## config.mk

```make
export PLATFORM = sky130hd
export DESIGN_NAME = keypad_code_lock
export DESIGN_NICKNAME = d
export VERILOG_FILES = /design/src/rtl/sec_pkg.sv /design/src/rtl/key_priority_encoder.sv /design/src/rtl/keypad_code_lock.sv
export SDC_FILE = /design/constraint.sdc
export NUM_CORES = 1
export LEC_CHECK = 0
export ABC_AREA = 0
export CAP_MARGIN = 15
export CORE_UTILIZATION = 46
export CTS_CLUSTER_DIAMETER = 50
export DETAILED_ROUTE_END_ITERATION = 16
export PLACE_DENSITY = 0.75
export SLEW_MARGIN = 10
export SYNTH_ARGS = -nofsm -noshare
export SYNTH_HDL_FRONTEND = slang
export SYNTH_SLANG_ARGS = --single-unit
```

## constraint.sdc

```tcl
create_clock -name CLK -period 2.05 [get_ports CLK]
set_clock_uncertainty 0.1 [all_clocks]
set_input_delay 0.41 -clock CLK [delete_from_list [all_inputs] [get_ports CLK]]
set_output_delay 0.41 -clock CLK [all_outputs]
set_load 0.05 [all_outputs]
```

## src/rtl/sec_pkg.sv

```systemverilog
// ============================================================================
//  Module      : sec_pkg
//  Description : Shared types and constants for the keypad code lock:
//                FSM state encoding and the 7-segment digit table.
//  Revision    : 1.0 - initial release
// ============================================================================
`default_nettype none

package sec_pkg;

  // Lock controller states
  typedef enum logic [1:0] {
    IDLE    = 2'd0,
    ENTRY   = 2'd1,
    OPEN    = 2'd2,
    LOCKOUT = 2'd3
  } state_t;

  // All segments off (active-low display)
  localparam logic [6:0] SEG_BLANK = 7'b1111111;

  // Active-low segment patterns for digits 0..9, bit6=a .. bit0=g
  localparam logic [6:0] SEG_LUT [10] = '{
    7'b0000001,  // 0
    7'b1001111,  // 1
    7'b0010010,  // 2
    7'b0000110,  // 3
    7'b1001100,  // 4
    7'b0100100,  // 5
    7'b0100000,  // 6
    7'b0001111,  // 7
    7'b0000000,  // 8
    7'b0000100   // 9
  };

  // Digit to segment pattern; anything outside 0..9 shows blank
  function automatic logic [6:0] seg_encode(input logic [3:0] digit);
    if (digit <= 4'd9) begin
      return SEG_LUT[digit];
    end
    return SEG_BLANK;
  endfunction

endpackage

`default_nettype wire

```

## src/rtl/key_priority_encoder.sv

```systemverilog
// ============================================================================
//  Module      : key_priority_encoder
//  Description : Combinational priority encoder for the keypad. Reports
//                whether any key is down and the index of the highest key.
//  Revision    : 1.0 - initial release
// ============================================================================
`default_nettype none

module key_priority_encoder #(
  parameter int NUM_KEYS = 4,
  parameter int KEY_W    = $clog2(NUM_KEYS)
) (
  input  logic [NUM_KEYS-1:0] key_in,
  output logic                valid,
  output logic [KEY_W-1:0]    digit
);

  // Highest set bit wins: later loop iterations override lower indices
  always_comb begin
    valid = |key_in;
    digit = '0;
    for (int i = 0; i < NUM_KEYS; i++) begin
      if (key_in[i]) begin
        digit = KEY_W'(i);
      end
    end
  end

endmodule

`default_nettype wire

```

## src/rtl/keypad_code_lock.sv

```systemverilog
// ============================================================================
//  Module      : keypad_code_lock
//  Description : Keypad security lock. Edge-detects key presses, checks a
//                CODE_LEN-digit sequence, counts failed attempts, locks out
//                after MAX_ATTEMPTS failures and holds the door open for
//                UNLOCK_CYCLES. Shows the last pressed digit on a 7-seg.
//  Revision    : 1.0 - initial release
// ============================================================================
`default_nettype none

module keypad_code_lock
  import sec_pkg::*;
#(
  parameter int                                   NUM_KEYS       = 4,
  parameter int                                   CODE_LEN       = 2,
  parameter logic [CODE_LEN*$clog2(NUM_KEYS)-1:0] CODE           = 4'b1110,
  parameter int                                   MAX_ATTEMPTS   = 3,
  parameter int                                   LOCKOUT_CYCLES = 16,
  parameter int                                   UNLOCK_CYCLES  = 8
) (
  input  logic                CLK,
  input  logic                RST_N,
  input  logic [NUM_KEYS-1:0] key_in,
  output logic                unlocked,
  output logic                alarm,
  output logic                locked_out,
  output logic [3:0]          attempts_left,
  output logic [3:0]          digit_cnt,
  output logic [6:0]          seg_out
);

  localparam int KEY_W     = $clog2(NUM_KEYS);
  localparam int TIMER_MAX = (UNLOCK_CYCLES > LOCKOUT_CYCLES) ? UNLOCK_CYCLES : LOCKOUT_CYCLES;
  localparam int TMR_W     = $clog2(TIMER_MAX + 1);

  state_t             r_state;
  state_t             w_next_state;
  logic               r_any_prev;
  logic               r_mismatch;
  logic [3:0]         r_digit_cnt;
  logic [3:0]         r_attempts;
  logic [TMR_W-1:0]   r_timer;
  logic [6:0]         r_seg;

  logic               w_key_valid;
  logic [KEY_W-1:0]   w_digit;
  logic [KEY_W-1:0]   w_code_digit;
  logic               w_press;
  logic               w_accept;
  logic               w_last;
  logic               w_mism;
  logic               w_timer_done;

  key_priority_encoder #(
    .NUM_KEYS (NUM_KEYS),
    .KEY_W    (KEY_W)
  ) u_enc (
    .key_in (key_in),
    .valid  (w_key_valid),
    .digit  (w_digit)
  );

  // A press is the rising edge of "any key down"; added keys while held are not presses
  assign w_press      = w_key_valid && !r_any_prev;
  assign w_accept     = w_press && ((r_state == IDLE) || (r_state == ENTRY));
  assign w_last       = w_accept && (r_digit_cnt == 4'(CODE_LEN - 1));
  assign w_mism       = ((r_state == ENTRY) && r_mismatch) || (w_digit != w_code_digit);
  assign w_timer_done = (r_timer == TMR_W'(1));

  // Select the expected code digit for the position being entered
  always_comb begin
    w_code_digit = '0;
    for (int i = 0; i < CODE_LEN; i++) begin
      if (r_digit_cnt == 4'(i)) begin
        w_code_digit = CODE[i*KEY_W +: KEY_W];
      end
    end
  end

  // State register
  always_ff @(posedge CLK) begin
    if (!RST_N) begin
      r_state <= IDLE;
    end else begin
      r_state <= w_next_state;
    end
  end

  // Next-state logic; the final digit decides the outcome directly from the press cycle
  always_comb begin
    w_next_state = r_state;
    case (r_state)
      IDLE, ENTRY: begin
        if (w_last) begin
          if (!w_mism) begin
            w_next_state = OPEN;
          end else if (r_attempts > 4'd1) begin
            w_next_state = IDLE;
          end else begin
            w_next_state = LOCKOUT;
          end
        end else if (w_accept) begin
          w_next_state = ENTRY;
        end
      end
      OPEN, LOCKOUT: begin
        if (w_timer_done) begin
          w_next_state = IDLE;
        end
      end
      default: w_next_state = IDLE;
    endcase
  end

  // State-decoded outputs; the timer is still at its load value only in the first LOCKOUT cycle
  always_comb begin
    unlocked   = (r_state == OPEN);
    locked_out = (r_state == LOCKOUT);
    alarm      = (r_state == LOCKOUT) && (r_timer == TMR_W'(LOCKOUT_CYCLES));
  end

  // Datapath: key history, display, digit counter, mismatch flag, attempts and shared timer
  always_ff @(posedge CLK) begin
    if (!RST_N) begin
      r_any_prev  <= 1'b0;
      r_seg       <= SEG_BLANK;
      r_digit_cnt <= 4'd0;
      r_mismatch  <= 1'b0;
      r_attempts  <= 4'(MAX_ATTEMPTS);
      r_timer     <= '0;
    end else begin
      r_any_prev <= w_key_valid;
      if (w_press) begin
        r_seg <= seg_encode(4'(w_digit));
      end
      case (r_state)
        IDLE, ENTRY: begin
          if (w_last) begin
            r_digit_cnt <= 4'd0;
            r_mismatch  <= 1'b0;
            if (!w_mism) begin
              r_attempts <= 4'(MAX_ATTEMPTS);
              r_timer    <= TMR_W'(UNLOCK_CYCLES);
            end else if (r_attempts > 4'd1) begin
              r_attempts <= r_attempts - 4'd1;
            end else begin
              r_attempts <= 4'd0;
              r_timer    <= TMR_W'(LOCKOUT_CYCLES);
            end
          end else if (w_accept) begin
            r_digit_cnt <= r_digit_cnt + 4'd1;
            r_mismatch  <= w_mism;
          end
        end
        OPEN: begin
          r_timer <= r_timer - TMR_W'(1);
        end
        LOCKOUT: begin
          r_timer <= r_timer - TMR_W'(1);
          if (w_timer_done) begin
            r_attempts <= 4'(MAX_ATTEMPTS);
          end
        end
        default: ;
      endcase
    end
  end

  assign attempts_left = r_attempts;
  assign digit_cnt     = r_digit_cnt;
  assign seg_out       = r_seg;

endmodule

`default_nettype wire
```

# [Yosys cells after proc, flatten, opt, wreduce, memory -nomap -nowiden]
# Memory sizes are Yosys's and may differ from the RTL's. A register that Yosys moved wholly into a read port is not among the register bits.
# Cells that the tools add are included.
[totals] register_bits=17 romBits=112 in_bits=6 elab_cells=68 memories=1
[classes] addsub=3 magnitude_cmp=1 n_eq_ne=12 muxes=24 n_bitwise=1 n_reduce_logical=20
[mem_list] memory="(no name shown)" depth=16 width=7 rd=1 rd_ports_with_merged_regs=1 wr=0 line="sec_pkg.sv:39" rtl="return SEG_LUT[digit];"
[op_table] operator="two-way mux 4 bit" n=6
[op_table] operator="two-way mux 2 bit" n=9
[op_table] operator="two-way mux 5 bit" n=3
[op_table] operator="case mux 5 bit (2 select lines)" n=1
[op_table] operator="case mux 4 bit (2 select lines)" n=1
[op_table] operator="!= test 3 bit, second input constant" n=2
[op_table] operator="AND reduction 2 bit" n=3
[op_table] operator="equality test 5 x 1 -> 1 bit, second input constant" n=1
[op_table] operator="equality test 5 bit, second input constant" n=1
[op_table] operator="logical AND 1 bit" n=5
[op_table] operator="inverter 2 -> 5 bit" n=1
[op_table] operator="subtractor 5 x 1 -> 5 bit, second input constant" n=1
[op_table] operator="adder 4 x 1 -> 4 bit, second input constant" n=1
[op_table] operator="equality test 2 bit, second input constant" n=2
[op_table] operator="equality test 4 x 1 -> 1 bit, second input constant" n=1
[op_table] operator="> comparator 4 x 1 -> 1 bit, second input constant" n=1
[op_table] operator="logical NOT 4 bit" n=1
[op_table] operator="!= test 2 x 1 -> 1 bit, second input constant" n=2
[op_table] operator="case mux 2 bit (2 select lines)" n=1
[op_table] operator="nonzero test 2 bit" n=2
[op_table] operator="OR reduction 2 bit" n=2
[op_table] operator="OR reduction 4 bit" n=1
[op_table] operator="subtractor 4 x 1 -> 4 bit, second input constant" n=1
[op_table] operator="two-way mux 1 bit" n=3
[op_table] operator="other kinds (7)" n=9

# [Logic depth before layout (Yosys ltp)]
# Gate-level depths: netlist (run 1).
[depth] depth_word=8 depth_mapped=9 depth_no_buf=8

# [By module]
# Synthesis (run 1) repeated with hierarchy kept, for this count alone.
[unflattened] cells_unflattened=151 hier_area_um2=1292.5
[by_module_without_submodules] mod="keypad_code_lock" instances=1 cells_per_inst=147 area_each_um2=1268.7 seq_area_each_um2=460.4
[by_module_without_submodules] mod="key_priority_encoder" instances=1 cells_per_inst=4 area_each_um2=23.8 seq_area_each_um2=0.0

# [Least setup slack after synthesis (run 1)]
# Ideal clock, no wire load.
[synth_path] path_kind="reg2reg" startpoint="register r_digit_cnt[0], in the netlist digit_cnt[0]" endpoint="register r_attempts[0], in the netlist attempts_left[0]" setup_ns=0.117 arrival_time_ns=2.412 path_slack_ns=-0.578 path_stages_with_launch=8 period_less_slack_ns=2.628 cell_sequence="dfxtp_1 > ha_1 > or3b_1 > buf_4 > xnor2_1 > and3_4 > or4_4 > o22a_1"
[synth_via] elab_chain_cells=8 word_cells_on_any_way=12 classes_between="3 x eq/ne; 5 x mux; 4 x reduce/logical"
[synth_rtl] element="from (decl)" line="keypad_code_lock.sv:40" rtl="logic [3:0] r_digit_cnt;"
[synth_rtl] element="from (signal assigned)" line="keypad_code_lock.sv:151" rtl="r_digit_cnt <= r_digit_cnt + 4'd1;"
[synth_rtl] element="logical NOT 4 bit" line="keypad_code_lock.sv:74" rtl="if (r_digit_cnt == 4'(i)) begin"
[synth_rtl] element="two-way mux 2 bit (2 in a row)" line="keypad_code_lock.sv:74"
[synth_rtl] element="!= test 2 bit" line="keypad_code_lock.sv:67" rtl="assign w_mism = ((r_state == ENTRY) && r_mismatch) || (w_digit != w_code_digit);"
[synth_rtl] element="logical OR 1 bit" line="keypad_code_lock.sv:67"
[synth_rtl] element="two-way mux 4 bit" line="keypad_code_lock.sv:141" rtl="if (!w_mism) begin"
[synth_rtl] element="two-way mux 4 bit" line="keypad_code_lock.sv:138" rtl="if (w_last) begin"
[synth_rtl] element="case mux 4 bit (2 select lines)" line="keypad_code_lock.sv:136" rtl="case (r_state)"
[synth_rtl] element="to (signal assigned)" line="keypad_code_lock.sv:142" rtl="r_attempts <= 4'(MAX_ATTEMPTS);"
[synth_rtl] element="to (signal assigned)" line="keypad_code_lock.sv:145" rtl="r_attempts <= r_attempts - 4'd1;"
[synth_rtl] element="to (signal assigned)" line="keypad_code_lock.sv:161" rtl="r_attempts <= 4'(MAX_ATTEMPTS);"
[synth_rtl] element="to (decl)" line="keypad_code_lock.sv:41" rtl="logic [3:0] r_attempts;"
# Parallel ways exist; a longest one is shown, timed or not. The select of a mux whose other input is x is not followed.
# A chain may end at the register's enable or synchronous reset.

# [Worst setup path in the final report (run 1)]
[layout_path] startpoint="register r_digit_cnt[1], in the netlist digit_cnt[1]" endpoint="register r_attempts[0], in the netlist attempts_left[0]"
# The elaborated chain is that of the path after synthesis.

==> results of run 1 <==
power breakdown:
group	internal, mW	total (mW)	switching, mW
logic	0.164	0.353	0.189
registers	0.476	0.504	0.0282
clock network	0.0730	0.210	0.137
total	0.713	1.07	0.354
cells in the final DEF, fill, tap and decap left out, types with 2 or more instances in the layout:
cell             instances
xnor2_1                  4
nand2_1                 19
and3_4                   2
a21oi_1                  3
clkdlybuf4s50_1          8
nor4_4                   2
buf_12                   3
inv_1                    5
o2bb2ai_1                2
and2_1                   2
nand3_1                  3
o31ai_1                  2
o311ai_0                 3
nand3b_1                 4
dfxtp_1                 19
ha_1                     5
and3_1                   2
nand4b_1                 2
dlymetal6s2s_1           5
dfxtp_4                  2
xor2_1                   2
nor3_1                   5
nand2b_1                 2
nor2_1                   8
o21ai_0                  3
buf_4                   32
dfxtp_2                  2
or3_1                    2
clkbuf_4                 3
o211ai_1                 2
a21boi_1                 3
nor2b_1                  5
stage by stage:
stage          utilization  cells  power, mW  hold WS, ns
2_1_floorplan            -    146      0.712        0.331
3_3_place_gp         0.670    216      0.828        0.329
3_5_place_dp         0.670    216      0.839        0.339
4_1_cts              0.691    220       1.06        0.357
5_1_grt              0.716    221       1.12        0.408
6_report             0.716    221       1.07        0.360
worst reg2reg max path, cell delays in order, from the launching register on:
cell and delay, ns:
dfxtp_4 0.37, inv_4 0.06, ha_4 0.12, or3b_4 0.42
xnor2_1 0.15, and3_4 0.15, or4_4 0.49, o22a_1 0.17
layer usage:
layer	global-route usage	up-vias	wire length (µm)
met5	0	-	0
met4	0.0940	0	70
met3	0.0254	11	82
met2	0.424	31	1540
met1	0.233	569	1310
li1	-	608	-
logic make-up after synthesis:
family | after synthesis | share of synthesized area
buffers and inverters | 14 | 0.0493
multiplexers | 1 | 0.00806
adder cells (fa/ha/maj) | 7 | 0.0705
AO/OA/AOI/OAI | 25 | 0.142
AND/OR/NAND/NOR | 70 | 0.317
flip-flops | 23 | 0.371
XOR/XNOR | 6 | 0.0423
cell type report:
class,instances,share of cell area
Timing Repair Buffer,48,0.245
Sequential cell,23,0.260
Clock buffer,3,0.0125
Multi-Input combinational cell,109,0.443
Inverter,7,0.0159
Tap cell,30,0.0208
Clock inverter,1,0.00277
how the worst max path moves through the flow:
| stage | to | from | cells past startpoint | slack (ns) |
|---|---|---|---|---|
| floorplan | attempts_left[0]$_SDFFE_PN1P_ | digit_cnt[0]$_SDFFE_PN0P_ | 7 | -0.17 |
| global placement | r_timer[3]$_SDFFE_PN0P_ | key_in[3] | 8 | -0.31 |
| detailed placement | r_timer[3]$_SDFFE_PN0P_ | key_in[2] | 8 | -0.40 |
| CTS | attempts_left[0]$_SDFFE_PN1P_ | digit_cnt[1]$_SDFFE_PN0P_ | 7 | -0.07 |
| global route | attempts_left[0]$_SDFFE_PN1P_ | digit_cnt[1]$_SDFFE_PN0P_ | 7 | -0.12 |
| finish | attempts_left[0]$_SDFFE_PN1P_ | digit_cnt[1]$_SDFFE_PN0P_ | 7 | -0.09 |
flip-flops by register name, summed over array words and instances, names as in the netlist:
register,cells
attempts_left,4
r_timer,5
r_mismatch,1
seg_out,6
digit_cnt,4
r_any_prev,1
r_state,2
what timing repair did:
action | CTS | global route
hold buffers | 0 | 0
pin swaps | 0 | 4
setup endpoints to repair | 6 | 12
buffers inserted | 0 | 1
resized for setup | 6 | 15
==> run_results.csv, run 1 <==
group,metric,value,unit
placement,post-place-ws,-0.401,ns
global_routing,grt_antenna_before_repair,0,
floorplanning,die_area,0.00291,mm²
sta,rsz0062_at_grt,"true",
yosys,yosys.area.top_type_share,0.371,
sta,tightest_slew,0.500,ns
worst_hold_path,hp-start,"seg_out[5]$_SDFFE_PN1P_",
floorplanning,die_h,54.0,µm
floorplanning,core-area,0.00252,mm²
global_routing,grt_max_degree,24,
critical_path,worst-path-max-fanout,4,
yosys,syn-num-nets,159,
layout,num_antenna_cells,0,
critical_path,r2r_cells,7,
yosys,synth.most_common_cell,"dfxtp_1",
drt,drc_errors,0,
worst_hold_path,min_to,"seg_out[5]$_SDFFE_PN1P_",
yosys,yosysSeqAreaShare,0.371,
clock_network,clockBufferDepth,2,
critical_path,cp.required,2.17,ns
floorplanning,ios,24,
yosys,ys.flop_type,"dfxtp_1",
global_routing,grt_pass1_wl,4.63,mm
clock_network,cts_tree,"yes",
sta,tns,-0.172,ns
sta,slew_headroom,0.662,
drt,vias_per_cell,5.52,
global_routing,grt.total_usage,0.219,
critical_path,cp_slowest_cell,"or4_4",
yosys,synth_area_per_cell,8.51,µm²
layout,fillers,190,
yosys,synth_common_cells,"dfxtp_1, nand2_1, nor2_1, ha_1, inv_1",
placement,dp_hpwl,2.22,mm
critical_path,crit_family,"simple AND/OR/NAND/NOR gates",
global_routing,grt_pass1_vias,1163,
flow_run,cap_violations,0,
layout,ff_latch_area,470,µm²
worst_hold_path,min_path_cells,2,
outcome,violations,"negative setup slack",
clock_network,clock_sinks,23,
power_and_ir_drop,leakage,0.783,nW
critical_path,criticalPathCategory,"reg -> reg",
yosys,synth-edff-count,0,
drt,routedWlPerCell,13.6,µm
placement,placed_area,0.00169,mm²
critical_path,crit_buf_inv,1,
critical_path,r2r_slack,-0.09,ns
layout,synthToLayoutAreaGrowth,45.4,%
placement,io_buffers,23,
global_routing,grt_overflow,0,
yosys,yosys_warnings,0,
critical_path,endpoint_kind,"register",
drt,drtPass1Iterations,4,
yosys,synthTopCellsByArea,"dfxtp_1, ha_1, nand2_1",
placement,gp_congestion,0.814,
clock_network,root_buffer,"clkbuf_4",
sta,fmax,468,MHz
layout,drive_gt1_frac,0.314,
sta,drv_slew,0,
critical_path,start_kind,"register",
critical_path,critPathArrivalTime,2.26,ns
floorplanning,start_util,0.493,
layout,fin_area,0.00181,mm²
clock_network,cts_buffers,3,
power_and_ir_drop,powerDensity,591,mW/mm²
critical_path,rr_startpoint,"digit_cnt[1]$_SDFFE_PN0P_",
critical_path,max_stage_delay,0.49,ns
worst_hold_path,worstHoldPathType,"reg -> reg",
drt,antenna_left,0,
sta,finalCritPeriodShare,1.04,
yosys,ys_ff_latch,23,
clock_network,htreeDepth,1,
sta,worst_slack,-0.0884,ns
outcome,status,"finished with violations",
yosys,synth_cell_type_count,43,
sta,period_needed,2.14,ns
layout,layout.nets,205,
critical_path,crit_path_cell_trace,"inv_4 > ha_4 > or3b_4 > xnor2_1 > and3_4 > or4_4 > o22a_1",
yosys,postSynth.asyncResetShare,0,
drt,routed_wl,3.01,mm
floorplanning,rows,18,
yosys,syn-cell-area,0.00124,mm²
sta,setup_violations,3,
clock_network,worstSkewPairLatency,0.31,ns
yosys,synth_largest_area_cell,"dfxtp_1",
floorplanning,die_w,54.0,µm
drt,vias,1219,
layout,multi_input_area,800,µm²
power_and_ir_drop,peakVddDrop,0.000527,V
sta,finalHoldViolations,0,
clock_network,clk_pin_slew,0.12,ns
drt,drt_iter0_drc,26,
critical_path,r2r_end,"attempts_left[0]$_SDFFE_PN1P_",
yosys,syn_inst,146,
Power figures use the tool's default switching activity.
==> inputs of run 2 (changes only) <==
--- a/config.mk
+++ b/config.mk
@@ -6,6 +6,7 @@
 export NUM_CORES = 1
 export LEC_CHECK = 0
 export ABC_AREA = 0
+export ABC_CLOCK_PERIOD_IN_PS = 2050
 export CAP_MARGIN = 15
 export CORE_UTILIZATION = 46
 export CTS_CLUSTER_DIAMETER = 50
==> results of run 2 <==
No change in the layout: final DEF, timing and power equal those of run 1.
==> inputs of run 3 (changes only) <==
--- a/config.mk
+++ b/config.mk
@@ -5,7 +5,6 @@
 export SDC_FILE = /design/constraint.sdc
 export NUM_CORES = 1
 export LEC_CHECK = 0
-export ABC_AREA = 0
 export ABC_CLOCK_PERIOD_IN_PS = 2050
 export CAP_MARGIN = 15
 export CORE_UTILIZATION = 46
==> results of run 3 <==
No change in the layout: final DEF, timing and power equal those of run 1.
